### config.mk
export PLATFORM = sky130hd
export DESIGN_NAME = data_memory_mp
export DESIGN_NICKNAME = d
export VERILOG_FILES = /design/src/rtl/data_memory_mp.sv
export SDC_FILE = /design/constraint.sdc
export NUM_CORES = 1
export LEC_CHECK = 0
export CAP_MARGIN = 10
export CORE_MARGIN = 2
export CORE_UTILIZATION = 35
export DETAILED_ROUTE_END_ITERATION = 10
export HOLD_SLACK_MARGIN = 0.15
export MAX_ROUTING_LAYER = met4
export SETUP_SLACK_MARGIN = 0.2
export SYNTH_ARGS = -nofsm -noshare
export SYNTH_HDL_FRONTEND = slang
export SYNTH_SLANG_ARGS = --single-unit
### constraint.sdc
create_clock -name clk -period 2.4 [get_ports clk]
set_input_delay 0.6 -clock clk [delete_from_list [all_inputs] [get_ports clk]]
set_output_delay 0.6 -clock clk [all_outputs]
set_load 0.05 [all_outputs]
### src/rtl/data_memory_mp.sv
// data_memory_mp: parametrised 1-write / 2-read data memory.
// Registered reads with per-port valid pulses, write-first bypass and a
// zero-fill sweep that runs after reset and on request.
//
// state   | meaning
// --------+----------------------------------------------------------
// ST_CLEAR| sweep writes 0 to mem[clr_addr] each cycle, busy=1
// ST_IDLE | normal operation, writes and reads served from the array
module data_memory_mp #(
   parameter  int DATA_W = 8,
   parameter  int DEPTH  = 16,
   localparam int ADDR_W = $clog2(DEPTH)
) (
   input  logic              clk,
   input  logic              reset,
   input  logic              clear_req,
   output logic              busy,
   input  logic              we,
   input  logic [ADDR_W-1:0] waddr,
   input  logic [DATA_W-1:0] wdata,
   output logic              wr_dropped,
   input  logic              re1,
   input  logic [ADDR_W-1:0] raddr1,
   output logic [DATA_W-1:0] rdata1,
   output logic              rvalid1,
   input  logic              re2,
   input  logic [ADDR_W-1:0] raddr2,
   output logic [DATA_W-1:0] rdata2,
   output logic              rvalid2
);

   // Addresses are compared one bit wider so a non-power-of-two DEPTH can be
   // detected without truncating the bound.
   localparam logic [ADDR_W:0]   DEPTH_C   = (ADDR_W+1)'(DEPTH);
   localparam logic [ADDR_W-1:0] LAST_ADDR = ADDR_W'(DEPTH - 1);

   typedef enum logic {
      ST_CLEAR = 1'b0,
      ST_IDLE  = 1'b1
   } state_t;

   state_t            state;
   state_t            state_nxt;
   logic [ADDR_W-1:0] clr_addr;
   logic [ADDR_W-1:0] clr_addr_nxt;

   logic [DATA_W-1:0] mem [DEPTH];

   logic              waddr_ok;
   logic              raddr1_ok;
   logic              raddr2_ok;
   logic              wr_do;
   logic              clr_we;
   logic [DATA_W-1:0] rd_val1;
   logic [DATA_W-1:0] rd_val2;

   assign waddr_ok  = ({1'b0, waddr}  < DEPTH_C);
   assign raddr1_ok = ({1'b0, raddr1} < DEPTH_C);
   assign raddr2_ok = ({1'b0, raddr2} < DEPTH_C);

   // State register and sweep address; reset restarts the sweep from 0.
   always_ff @(posedge clk or negedge reset) begin
      if (!reset) begin
         state    <= ST_CLEAR;
         clr_addr <= '0;
      end else begin
         state    <= state_nxt;
         clr_addr <= clr_addr_nxt;
      end
   end

   // Next-state: sweep walks 0..DEPTH-1 then returns to idle; clear_req is
   // only honoured from idle so a running sweep is never restarted.
   always_comb begin
      state_nxt    = state;
      clr_addr_nxt = clr_addr;
      case (state)
         ST_CLEAR: begin
            if (clr_addr == LAST_ADDR) begin
               state_nxt    = ST_IDLE;
               clr_addr_nxt = '0;
            end else begin
               clr_addr_nxt = clr_addr + 1'b1;
            end
         end
         ST_IDLE: begin
            if (clear_req) begin
               state_nxt    = ST_CLEAR;
               clr_addr_nxt = '0;
            end
         end
         default: begin
            state_nxt    = ST_CLEAR;
            clr_addr_nxt = '0;
         end
      endcase
   end

   // FSM outputs: busy flag, sweep write strobe and the user-write qualifier
   // (a clear request in the same cycle takes priority over the write).
   always_comb begin
      busy   = 1'b0;
      clr_we = 1'b0;
      wr_do  = 1'b0;
      case (state)
         ST_CLEAR: begin
            busy   = 1'b1;
            clr_we = 1'b1;
         end
         ST_IDLE: begin
            wr_do = we && !clear_req && waddr_ok;
         end
         default: begin
            busy = 1'b1;
         end
      endcase
   end

   // Array storage, deliberately without reset; the sweep provides known contents.
   always_ff @(posedge clk) begin
      if (clr_we) begin
         mem[clr_addr] <= '0;
      end else if (wr_do) begin
         mem[waddr] <= wdata;
      end
   end

   // Read data selection per port: zero while sweeping or out of range,
   // same-edge write data bypassed, otherwise the stored word.
   always_comb begin
      rd_val1 = '0;
      rd_val2 = '0;
      if (!busy && raddr1_ok) begin
         if (wr_do && (waddr == raddr1)) begin
            rd_val1 = wdata;
         end else begin
            rd_val1 = mem[raddr1];
         end
      end
      if (!busy && raddr2_ok) begin
         if (wr_do && (waddr == raddr2)) begin
            rd_val2 = wdata;
         end else begin
            rd_val2 = mem[raddr2];
         end
      end
   end

   // Registered read outputs and the dropped-write pulse; rdata holds when idle.
   always_ff @(posedge clk or negedge reset) begin
      if (!reset) begin
         rdata1     <= '0;
         rdata2     <= '0;
         rvalid1    <= 1'b0;
         rvalid2    <= 1'b0;
         wr_dropped <= 1'b0;
      end else begin
         rvalid1    <= re1;
         rvalid2    <= re2;
         wr_dropped <= we && !wr_do;
         if (re1) begin
            rdata1 <= rd_val1;
         end
         if (re2) begin
            rdata2 <= rd_val2;
         end
      end
   end

endmodule
==> results.py <==
metrics = {
    "clocking": {
        "cts_setup_buffers": 0,
        "cts_hold_buf": 0,
        "cts.reportedPaths.clkPinSlew_ns": 0.06,
        "h-tree-depth": 4,
        "cts_buffer_depth": 2,
        "cts_buffers": 17,
        "root_buffer": "clkbuf_16",
        "cts_tree": "built",
        "cts_sinks": 152,
        "clkLatencyLatePin_ns": 0.42,
    },
    "layout": {
        "nets": 540,
        "postLayoutCellArea_um2": 9030,
        "seq_area_um2": 4440,
        "fill_cells": 1745,
        "multi_input_area_um2": 2600,
        "num_antenna_cells": 0,
        "area_growth_pct": 24.8,
        "instances_no_fill": 795,
        "final_layout_size_suffix_gt1_frac": 0.278,
    },
    "power_and_ir_drop": {
        "seqPwrFrac": 0.454,
        "swShare": 0.284,
        "powerDensity_nw_per_um2": 851,
        "internal_power_mw": 5.50,
        "pwr-share-comb": 0.214,
        "leakage_nw": 3.50,
        "ir_worst_vdd_mv": 0.492,
        "power.switching_mw": 2.18,
        "clockPowerShare": 0.332,
    },
    "critical_path": {
        "crit_type": "reg -> out",
        "ff2ff_setup_slack_ns": 0.44,
        "worstPathRequired_ns": 1.80,
        "crit_chain": "clkdlybuf4s50_1",
        "path_max_fanout": 2,
        "critPathLaunchType": "flip-flop",
        "arrival_ns": 1.57,
        "cpLargestDelayFamily": "buffers and inverters",
        "cp_slowest_cell": "clkdlybuf4s50_1",
        "max_stage_delay_ns": 0.80,
        "path_buf_inv": 1,
        "worst_setup_path_end_kind": "output pin",
    },
    "die": {
        "coreArea_um2": 20200,
        "dieArea_um2": 21800,
        "initial_core_util": 0.358,
        "num_rows": 52,
        "dieWidth_um": 148,
        "die_h_um": 148,
        "io_pins": 46,
    },
    "grt": {
        "grt-ovfl-total": 0,
        "grt_pass1_vias": 4613,
        "grt_max_degree": 25,
        "grt_usage": 0.185,
        "antenna_found_initial": 0,
        "grt_pass1_wl_um": 28500,
    },
    "place": {
        "place_inst": 763,
        "dpl_cell_area_um2": 8410,
        "hpwl_um": 13200,
        "portBuffers": 45,
        "routabilityCongestion": 0.857,
    },
    "yosys": {
        "async_flop_share": 0.158,
        "yosys_warnings": 0,
        "synth_area_leaders": "edfxtp_1 (53%), mux4_2 (13%), dfrtp_1 (8.3%)",
        "ys_ff_latch": 152,
        "synth_edf_count": 128,
        "synth_cells": 410,
        "synth.top_cell.area_share": 0.531,
        "ys_seq_area_frac": 0.614,
        "synthTopCellsByCount": "edfxtp_1 (128), mux4_2 (41), a22oi_1 (32)",
        "synth.largest_area_cell": "edfxtp_1",
        "synth.avg_cell_area_um2": 17.7,
        "ys_types": 38,
        "syn_area_um2": 7240,
        "synth_compound_area_frac": 0.0707,
        "synth_top_family_by_area": "multiplexers",
        "synth_most_common_cell": "edfxtp_1",
        "syn_nets": 437,
        "synth-simple-area-share": 0.0627,
        "synth_ff_type": "edfxtp_1",
        "synth_fa_ha_area_frac": 0.00173,
        "synth-xor-area-share": 0.00968,
        "muxShareOfSynthArea": 0.211,
    },
    "flow_run": {
        "maxCapViolCount": 0,
    },
    "sta": {
        "fmax_ghz": 0.461,
        "tns_ns": 0,
        "timing.final.crit_share": 0.903,
        "slew_violations": 0,
        "skew_ns": 0.00857,
        "setup_viol": 0,
        "grt_setup_unrepaired": "no",
        "post-route-min-period_ns": 2.17,
        "tightest_slew_ns": 0.938,
        "relSlewSlack": 0.374,
        "final-hold-violation-count": 0,
    },
    "route": {
        "wl_um": 19300,
        "drt-initial-drc-count": 379,
        "vias": 4550,
        "post_drt_via_cell_ratio": 5.72,
        "final_antenna_net_count": 0,
        "drt_first_pass_iters": 5,
        "route.detailed.drc": 0,
        "wl_per_cell_um": 24.3,
    },
    "min_path": {
        "hold_class": "in -> async",
    },
    "status": {
        "status": "complete, no violations",
    },
}
[sequential cells by signal (all words and copies together), names as in the netlist]
| name | flops |
|---|---|
| mem | 128 |
| rdata1 | 8 |
| rdata2 | 8 |
| clr_addr | 4 |
| rvalid1 | 1 |
| rvalid2 | 1 |
| state | 1 |
| wr_dropped | 1 |
[power by group through the flow]
stage               clock network, mW  registers [mW]  logic, mW
floorplan                           0            3.54      0.890
global placement                    0            3.52       1.60
detailed placement                  0            3.54       1.63
CTS                              2.59            3.49       1.63
global route                     2.69            3.53       1.74
finish                           2.55            3.49       1.64
[cells in the final DEF (no fill, tap or decap), drive strengths merged, types with 4 or more instances in the layout]
master / instances
a21oi: 7
inv: 7
nor3: 6
a31oi: 4
xor2: 8
a22oi: 32
nor2: 21
dlymetal6s2s: 7
edfxtp: 128
a221o: 16
dfrtp: 24
nor2b: 18
clkinvlp: 4
clkdlybuf4s50: 28
and2: 11
mux4: 64
clkbuf: 21
buf: 68
dlygate4sd2: 7
nand2: 19
[logic make-up (layout without fill, tap and decap cells)]
kind of cell | Yosys count | count (layout)
AO/OA/AOI/OAI | 66 | 66
XOR/XNOR | 8 | 8
AND/OR/NAND/NOR | 87 | 87
adder cells (fa/ha/maj) | 1 | 1
multiplexers | 64 | 64
buffers and inverters | 32 | 147
flip-flops | 152 | 152
[final timing paths]
| check | from | end | depth (start not counted) |
|---|---|---|---|
| max reg2reg | state | mem[14][4] | 5 |
| min | reset | rdata1[4] | 2 |
| min reg2reg | rdata1[2] | rdata1[2] | 2 |
| max | rdata1[5] | rdata1[5] | 1 |
| max in group asynchronous | reset | rdata2[1] | 2 |
| min in group clk | rdata1[2] | rdata1[2] | 2 |
[per-layer routing]
metal / vias up / global-route usage / wire (um)
li1: 1930 / - / -
met1: 2360 / 0.235 / 7830
met2: 222 / 0.293 / 9430
met3: 38 / 0.0410 / 1440
met4: 0 / 0.0736 / 600
met5: - / - / 0
[final cells by class]
cell class / count / share of cell area
clock buffers: 20 / 0.0484
clock inverters: 11 / 0.0139
inverters: 5 / 0.00208
multi-input cells: 226 / 0.287
flip-flops and latches: 152 / 0.492
well taps: 270 / 0.0374
repair buffers: 111 / 0.119
[repair_timing]
action | in CTS | in global routing
gates cloned | 0 | 1
setup endpoints to repair | 18 | 14
gates resized for setup | 10 | 9
[per-stage QoR]
stage | total power [mW] | setup slack (ns) | util | hold WS [ns]
4_1_cts | 7.71 | 0.207 | 0.444 | 0.551
2_1_floorplan | 4.43 | 0.256 | - | 0.304
3_3_place_gp | 5.12 | -0.359 | 0.416 | 0.592
6_report | 7.68 | 0.233 | 0.446 | 0.557
3_5_place_dp | 5.17 | -0.350 | 0.416 | 0.586
5_1_grt | 7.95 | 0.203 | 0.446 | 0.583
Note: power is estimated with default switching activity, not from simulation.
